**src/rtl/bit_serial_alu_if.sv**
```systemverilog
// Start/busy/done handshake and operand/result bus of the bit-serial ALU.
// The controller drives the master side and the ALU is the slave.
interface bit_serial_alu_if #(
  parameter int unsigned WIDTH = 64
) ();
  logic             start;
  logic [3:0]       ALUOp;
  logic [WIDTH-1:0] a;
  logic [WIDTH-1:0] b;
  logic             busy;
  logic             done;
  logic [WIDTH-1:0] Result;
  logic             Zero;
  logic             CarryOut;
  logic             Overflow;

  modport master (
    output start, ALUOp, a, b,
    input  busy, done, Result, Zero, CarryOut, Overflow
  );

  modport slave (
    input  start, ALUOp, a, b,
    output busy, done, Result, Zero, CarryOut, Overflow
  );
endinterface

```
**src/rtl/bit_serial_alu.sv**
```systemverilog
// Bit-serial ALU: one 1-bit AND/OR/NOR/ADD/SUB/SLT slice reused over WIDTH cycles,
// LSB first, with a carry register closing the ripple loop.
module bit_serial_alu #(
  parameter int unsigned WIDTH = 64
) (
  input logic             clk,
  input logic             reset,
  bit_serial_alu_if.slave alu_if
);

  localparam int unsigned CNT_W = (WIDTH > 2) ? $clog2(WIDTH) : 1;

  localparam logic [3:0] OP_AND = 4'b0000;
  localparam logic [3:0] OP_OR  = 4'b0001;
  localparam logic [3:0] OP_ADD = 4'b0010;
  localparam logic [3:0] OP_SUB = 4'b0110;
  localparam logic [3:0] OP_SLT = 4'b0111;
  localparam logic [3:0] OP_NOR = 4'b1100;

  typedef enum logic [1:0] {
    IDLE   = 2'd0,
    RUN    = 2'd1,
    FINISH = 2'd2
  } state_e;

  state_e             state_q, state_d;
  logic [CNT_W-1:0]   cnt_q, cnt_d;
  logic [WIDTH-1:0]   a_q, a_d;
  logic [WIDTH-1:0]   b_q, b_d;
  logic [WIDTH-1:0]   acc_q, acc_d;
  logic [3:0]         op_q, op_d;
  logic               c_q, c_d;
  logic               c_msb_q, c_msb_d;
  logic               busy_q, busy_d;
  logic               done_q, done_d;
  logic [WIDTH-1:0]   result_q, result_d;
  logic               zero_q, zero_d;
  logic               carry_out_q, carry_out_d;
  logic               overflow_q, overflow_d;

  logic               load_sub;
  logic               sum_bit;
  logic               carry_nx;
  logic               res_bit;
  logic               is_arith;
  logic               ovf;

  // Next-state, datapath step and output capture
  always_comb begin
    state_d     = state_q;
    cnt_d       = cnt_q;
    a_d         = a_q;
    b_d         = b_q;
    acc_d       = acc_q;
    op_d        = op_q;
    c_d         = c_q;
    c_msb_d     = c_msb_q;
    busy_d      = busy_q;
    done_d      = 1'b0;
    result_d    = result_q;
    zero_d      = zero_q;
    carry_out_d = carry_out_q;
    overflow_d  = overflow_q;

    load_sub = (alu_if.ALUOp == OP_SUB) || (alu_if.ALUOp == OP_SLT);
    sum_bit  = a_q[0] ^ b_q[0] ^ c_q;
    carry_nx = (a_q[0] & b_q[0]) | (a_q[0] & c_q) | (b_q[0] & c_q);
    is_arith = (op_q == OP_ADD) || (op_q == OP_SUB) || (op_q == OP_SLT);
    ovf      = c_msb_q ^ c_q;

    unique case (op_q)
      OP_AND:                 res_bit = a_q[0] & b_q[0];
      OP_OR:                  res_bit = a_q[0] | b_q[0];
      OP_NOR:                 res_bit = ~(a_q[0] | b_q[0]);
      OP_ADD, OP_SUB, OP_SLT: res_bit = sum_bit;
      default:                res_bit = 1'b0;
    endcase

    unique case (state_q)
      IDLE: begin
        if (alu_if.start) begin
          state_d = RUN;
          a_d     = alu_if.a;
          b_d     = load_sub ? ~alu_if.b : alu_if.b;
          op_d    = alu_if.ALUOp;
          c_d     = load_sub;
          cnt_d   = '0;
          busy_d  = 1'b1;
        end
      end
      RUN: begin
        acc_d = {res_bit, acc_q[WIDTH-1:1]};
        a_d   = a_q >> 1;
        b_d   = b_q >> 1;
        c_d   = carry_nx;
        if (cnt_q == CNT_W'(WIDTH - 1)) begin
          c_msb_d = c_q;
          state_d = FINISH;
        end else begin
          cnt_d = CNT_W'(cnt_q + 1'b1);
        end
      end
      FINISH: begin
        state_d = IDLE;
        busy_d  = 1'b0;
        done_d  = 1'b1;
        // SLT takes the sign of the difference, corrected for overflow
        if (op_q == OP_SLT) begin
          result_d = WIDTH'(acc_q[WIDTH-1] ^ ovf);
        end else if (is_arith || op_q == OP_AND || op_q == OP_OR || op_q == OP_NOR) begin
          result_d = acc_q;
        end else begin
          result_d = '0;
        end
        zero_d      = (result_d == '0);
        carry_out_d = is_arith & c_q;
        overflow_d  = is_arith & ovf;
      end
      default: state_d = IDLE;
    endcase
  end

  // State and datapath registers with synchronous reset
  always_ff @(posedge clk) begin
    if (reset) begin
      state_q     <= IDLE;
      cnt_q       <= '0;
      a_q         <= '0;
      b_q         <= '0;
      acc_q       <= '0;
      op_q        <= '0;
      c_q         <= 1'b0;
      c_msb_q     <= 1'b0;
      busy_q      <= 1'b0;
      done_q      <= 1'b0;
      result_q    <= '0;
      zero_q      <= 1'b0;
      carry_out_q <= 1'b0;
      overflow_q  <= 1'b0;
    end else begin
      state_q     <= state_d;
      cnt_q       <= cnt_d;
      a_q         <= a_d;
      b_q         <= b_d;
      acc_q       <= acc_d;
      op_q        <= op_d;
      c_q         <= c_d;
      c_msb_q     <= c_msb_d;
      busy_q      <= busy_d;
      done_q      <= done_d;
      result_q    <= result_d;
      zero_q      <= zero_d;
      carry_out_q <= carry_out_d;
      overflow_q  <= overflow_d;
    end
  end

  assign alu_if.busy     = busy_q;
  assign alu_if.done     = done_q;
  assign alu_if.Result   = result_q;
  assign alu_if.Zero     = zero_q;
  assign alu_if.CarryOut = carry_out_q;
  assign alu_if.Overflow = overflow_q;

endmodule
```
**src/flat_wrapper.sv**
```systemverilog
// flat-port wrapper written by rule: the top's interface ports become plain ports
module bit_serial_alu_flat 
#(
  parameter int unsigned WIDTH = 64
)
  (clk, reset, alu_if_start, alu_if_ALUOp, alu_if_a, alu_if_b, alu_if_busy, alu_if_done, alu_if_Result, alu_if_Zero, alu_if_CarryOut, alu_if_Overflow);
  bit_serial_alu_if #(.WIDTH(WIDTH)) alu_if_i ();
  input logic clk;
  input logic reset;
  input wire logic [$bits(alu_if_i.start)-1:0] alu_if_start;
  input wire logic [$bits(alu_if_i.ALUOp)-1:0] alu_if_ALUOp;
  input wire logic [$bits(alu_if_i.a)-1:0] alu_if_a;
  input wire logic [$bits(alu_if_i.b)-1:0] alu_if_b;
  output wire logic [$bits(alu_if_i.busy)-1:0] alu_if_busy;
  output wire logic [$bits(alu_if_i.done)-1:0] alu_if_done;
  output wire logic [$bits(alu_if_i.Result)-1:0] alu_if_Result;
  output wire logic [$bits(alu_if_i.Zero)-1:0] alu_if_Zero;
  output wire logic [$bits(alu_if_i.CarryOut)-1:0] alu_if_CarryOut;
  output wire logic [$bits(alu_if_i.Overflow)-1:0] alu_if_Overflow;
  assign alu_if_i.start = alu_if_start;
  assign alu_if_i.ALUOp = alu_if_ALUOp;
  assign alu_if_i.a = alu_if_a;
  assign alu_if_i.b = alu_if_b;
  assign alu_if_busy = alu_if_i.busy;
  assign alu_if_done = alu_if_i.done;
  assign alu_if_Result = alu_if_i.Result;
  assign alu_if_Zero = alu_if_i.Zero;
  assign alu_if_CarryOut = alu_if_i.CarryOut;
  assign alu_if_Overflow = alu_if_i.Overflow;
  bit_serial_alu #(.WIDTH(WIDTH)) u_core (.clk(clk), .reset(reset), .alu_if(alu_if_i));
endmodule
```
**config.mk**
```make
export PLATFORM = sky130hd
export DESIGN_NAME = bit_serial_alu_flat
export DESIGN_NICKNAME = d
export VERILOG_FILES = /design/src/rtl/bit_serial_alu_if.sv /design/src/rtl/bit_serial_alu.sv /design/src/flat_wrapper.sv
export SDC_FILE = /design/constraint.sdc
export NUM_CORES = 1
export LEC_CHECK = 0
export BUFFER_PORTS_ARGS = -buffer_cell sky130_fd_sc_hd__buf_2
export CAP_MARGIN = 20
export CORE_MARGIN = 2
export CORE_UTILIZATION = 56
export CTS_CLUSTER_DIAMETER = 120
export DETAILED_ROUTE_END_ITERATION = 10
export GPL_TIMING_DRIVEN = 0
export MAX_ROUTING_LAYER = met4
export PLACE_DENSITY = 0.78
export SYNTH_ARGS = -nofsm -noshare
export SYNTH_HDL_FRONTEND = slang
export SYNTH_SLANG_ARGS = --single-unit
```
**constraint.sdc**
```tcl
create_clock -name clk -period 4 [get_ports clk]
set_clock_uncertainty 0.2 [all_clocks]
set_input_delay 0.4 -clock clk [delete_from_list [all_inputs] [get_ports clk]]
set_output_delay 0.4 -clock clk [all_outputs]
set_load 0.02 [all_outputs]
```
==> impl_metrics.ini <==
[clock_network]
ctsLongestPathBuffers = 3
cts-htree-levels = 1
clock_sinks = 275
postCtsSetupBuffers = 0
cts-root-buf = clkbuf_16
tritoncts = done
cts_buffers = 28
clock_latency_ns = 0.55
cts.clk_slew.worst_paths_ns = 0.06

[power]
power.switching_uw = 1590
power_frac_seq = 0.459
irDropWorstVdd_uv = 301
p_sw_frac = 0.246
p_int_uw = 4860
power_uw = 6440
clockPowerShare = 0.428
comb_power_share = 0.113
powerDensity_nw_per_um2 = 450
p_leak_uw = 0.00578

[synth]
synth_fp_nets = 1413
synthArstFlopShare = 0
synth-seq-cells = 275
synthDistinctLibCells = 49
synth-edff-count = 0
postSynthAreaPerCell_sq_um = 8.83
yosysSeqAreaShare = 0.489
synthFlopType = dfxtp_1
netlist_area_sq_um = 11300
syn_inst = 1274
ys_warn_count = 0

[route]
drt_iter0_drc = 752
drtAntennaViolNets = 0
route.detailed.drc = 0
drt_wl_total_mm = 30.4
dr.pass1.iters = 6
routed_via_density = 5.68
vias = 10600
wire_per_inst_microns = 16.3

[critical_path]
cp_common_cell = clkbuf_1
end_kind = flop
path_class = primary input to flop
arrival_ns = 2.67
reg2reg_depth = 5
reg2reg_from = u_core.state_q[1]
crit_slowest_cell = clkbuf_1
r2r-end = u_core.a_q[15]
path_cells = dlygate4sd3_1 > buf_2 > clkbuf_1 > clkbuf_1 > clkbuf_1 > nor2_1
crit_path_start_kind = primary input
critPathMaxFanout = 10
path_delay_family = buffers and inverters
rrSetupSlack_ns = 1.67
slowest_delay_ns = 0.60
critPathBufInv = 5
required_ns = 4.20

[timing]
drv_slew = 0
timing.fmax_ghz = 0.404
worst_pin_slew_ns = 0.718
rsz0062_at_grt = false
fin_crit_sh = 0.619
layout_min_cycle_time_ns = 2.47
hold_viol = 0
setup_viol = 0
tns_ns = 0
maxSlewHeadroom = 0.521
holdWs_ns = 0.158

[run]
max_cap_violations = 0

[worst_hold_path]
min_to = u_core.b_q[23]
worstHoldPathType = primary input to flop
hold_depth = 4
hold_path_startpoint = alu_if_b[23]

[floorplanning]
die_area_sq_um = 21200
ios = 204
row_count = 51
die_h_microns = 146
core_sq_um = 19600
die_w_microns = 146
initial_core_util = 0.574

[global_route]
grt_max_degree = 15
use_met2 = 0.467
grt_overflow_total = 0
grt_pass1_vias = 10300
grt_usage = 0.288
top_usage_layer = met2
antenna_found_initial = 1
gr-usage-met3 = 0.0345
met1_usage = 0.371
grt_pass1_wl_mm = 50.3

[placement]
port_buffers = 203
place_area_sq_um = 12600
dp_hpwl_mm = 19.6
gp_congestion = 0.842

[cells_and_area]
drive_above_1_share = 0.178
layout.nets = 1717
fin_area_sq_um = 14300
syn_to_final_growth_pct = 27.2

[outcome]
outcome = complete, no violations
==> cell type report <==
class | instances | area [sq um]
Inverter | 5 | 18.8
Buffer | 117 | 514
Timing Repair Buffer | 274 | 1730
Fill cell | 1489 | 5280
Clock buffer | 44 | 871
Multi-Input combinational cell | 877 | 5210
Tap cell | 265 | 332
Clock inverter | 8 | 129
Antenna cell | 1 | 2.50
Sequential cell | 275 | 5510
==> layer usage <==
metal / vias up / routed length, microns / share of wire
met3: 93 / 1640 / 0.054
met2: 373 / 14400 / 0.47
met5: - / 0 / 0
li1: 5120 / - / -
met4: 0 / 1110 / 0.037
met1: 5008 / 13300 / 0.44
==> sequential cells by signal (all words and copies together) (netlist names), 2 cells and up <==
name and flops:
u_core.b_q 64, u_core.acc_q 64, u_core.alu_if.Result 64, u_core.cnt_q 6, u_core.a_q 64, u_core.state_q 2, u_core.op_q 4
==> power groups by stage <==
stage / Sequential [uW] / Combinational [uW] / Clock (uW)
3_3_place_gp: 3000 / 642 / 0
3_5_place_dp: 3010 / 656 / 0
4_1_cts: 2950 / 714 / 2790
2_1_floorplan: 2990 / 452 / 0
5_1_grt: 2970 / 807 / 2910
6_report: 2960 / 729 / 2760
==> placed cells by master, fill, tap and decap left out, types with 16 or more instances in the layout <==
| master | Yosys | final |
|---|---|---|
| dfxtp_1 | 275 | 275 |
| nand2_1 | 274 | 274 |
| buf_2 | 21 | 224 |
| nor2_1 | 134 | 134 |
| clkbuf_1 | 81 | 86 |
| a21oi_1 | 76 | 76 |
| dlygate4sd3_1 | 0 | 71 |
| xor2_1 | 63 | 63 |
| a211oi_1 | 63 | 63 |
| a31o_1 | 63 | 63 |
| a311oi_1 | 63 | 63 |
| a22o_1 | 62 | 62 |
| clkbuf_16 | 0 | 28 |
| nor4_1 | 16 | 16 |
==> cell families after synthesis <==
family / Yosys count / share of synthesized area
compound gates: 344 / 0.235
mux: 7 / 0.00634
simple gates: 456 / 0.164
flops: 275 / 0.489
buf+inv: 122 / 0.0474
xor+xnor: 66 / 0.0526
fa+ha+maj: 4 / 0.00512
==> synthesized netlist by cell type (6+ instances only) <==
cell type | number | area share
buf_6 | 6 | 0.0060
a311oi_1 | 63 | 0.049
buf_1 | 8 | 0.0027
xor2_1 | 63 | 0.049
a21oi_1 | 76 | 0.034
buf_2 | 21 | 0.0093
clkbuf_1 | 81 | 0.027
nand2_1 | 274 | 0.091
a31o_1 | 63 | 0.049
nor2_1 | 134 | 0.045
mux2i_1 | 6 | 0.0053
nor4_1 | 16 | 0.0089
a211oi_1 | 63 | 0.042
dfxtp_1 | 275 | 0.49
nand3_1 | 6 | 0.0027
a22o_1 | 62 | 0.048
==> worst min-delay path: stages <==
cell and delay, ns:
buf_2 0.08, xor2_1 0.06, a211oi_1 0.22, a31o_1 0.11
==> worst max path at each step <==
stage	from	end	slack, ns	cells after the start
final	reset	u_core.state_q[1]	1.53	6
after global routing	reset	u_core.state_q[1]	1.37	6
after CTS	reset	u_core.state_q[1]	1.48	6
after detailed placement	reset	u_core.state_q[1]	1.52	5
after global placement	reset	u_core.state_q[1]	1.54	5
after floorplan	u_core.c_q	u_core.alu_if.Result[0]	2.19	4
==> stage by stage <==
| stage | utilization | instances | setup slack (ns) |
|---|---|---|---|
| global route | 0.731 | 1866 | 1.37 |
| finish | 0.731 | 1866 | 1.53 |
| CTS | 0.730 | 1865 | 1.48 |
| detailed placement | 0.643 | 1742 | 1.52 |
| floorplan | - | 1274 | 2.19 |
| global placement | 0.643 | 1742 | 1.54 |
==> what timing repair did <==
item	in CTS	in global routing
hold endpoints to repair	71	0
resized for setup	0	0
hold buffers	71	0
Power figures use the tool's default switching activity.
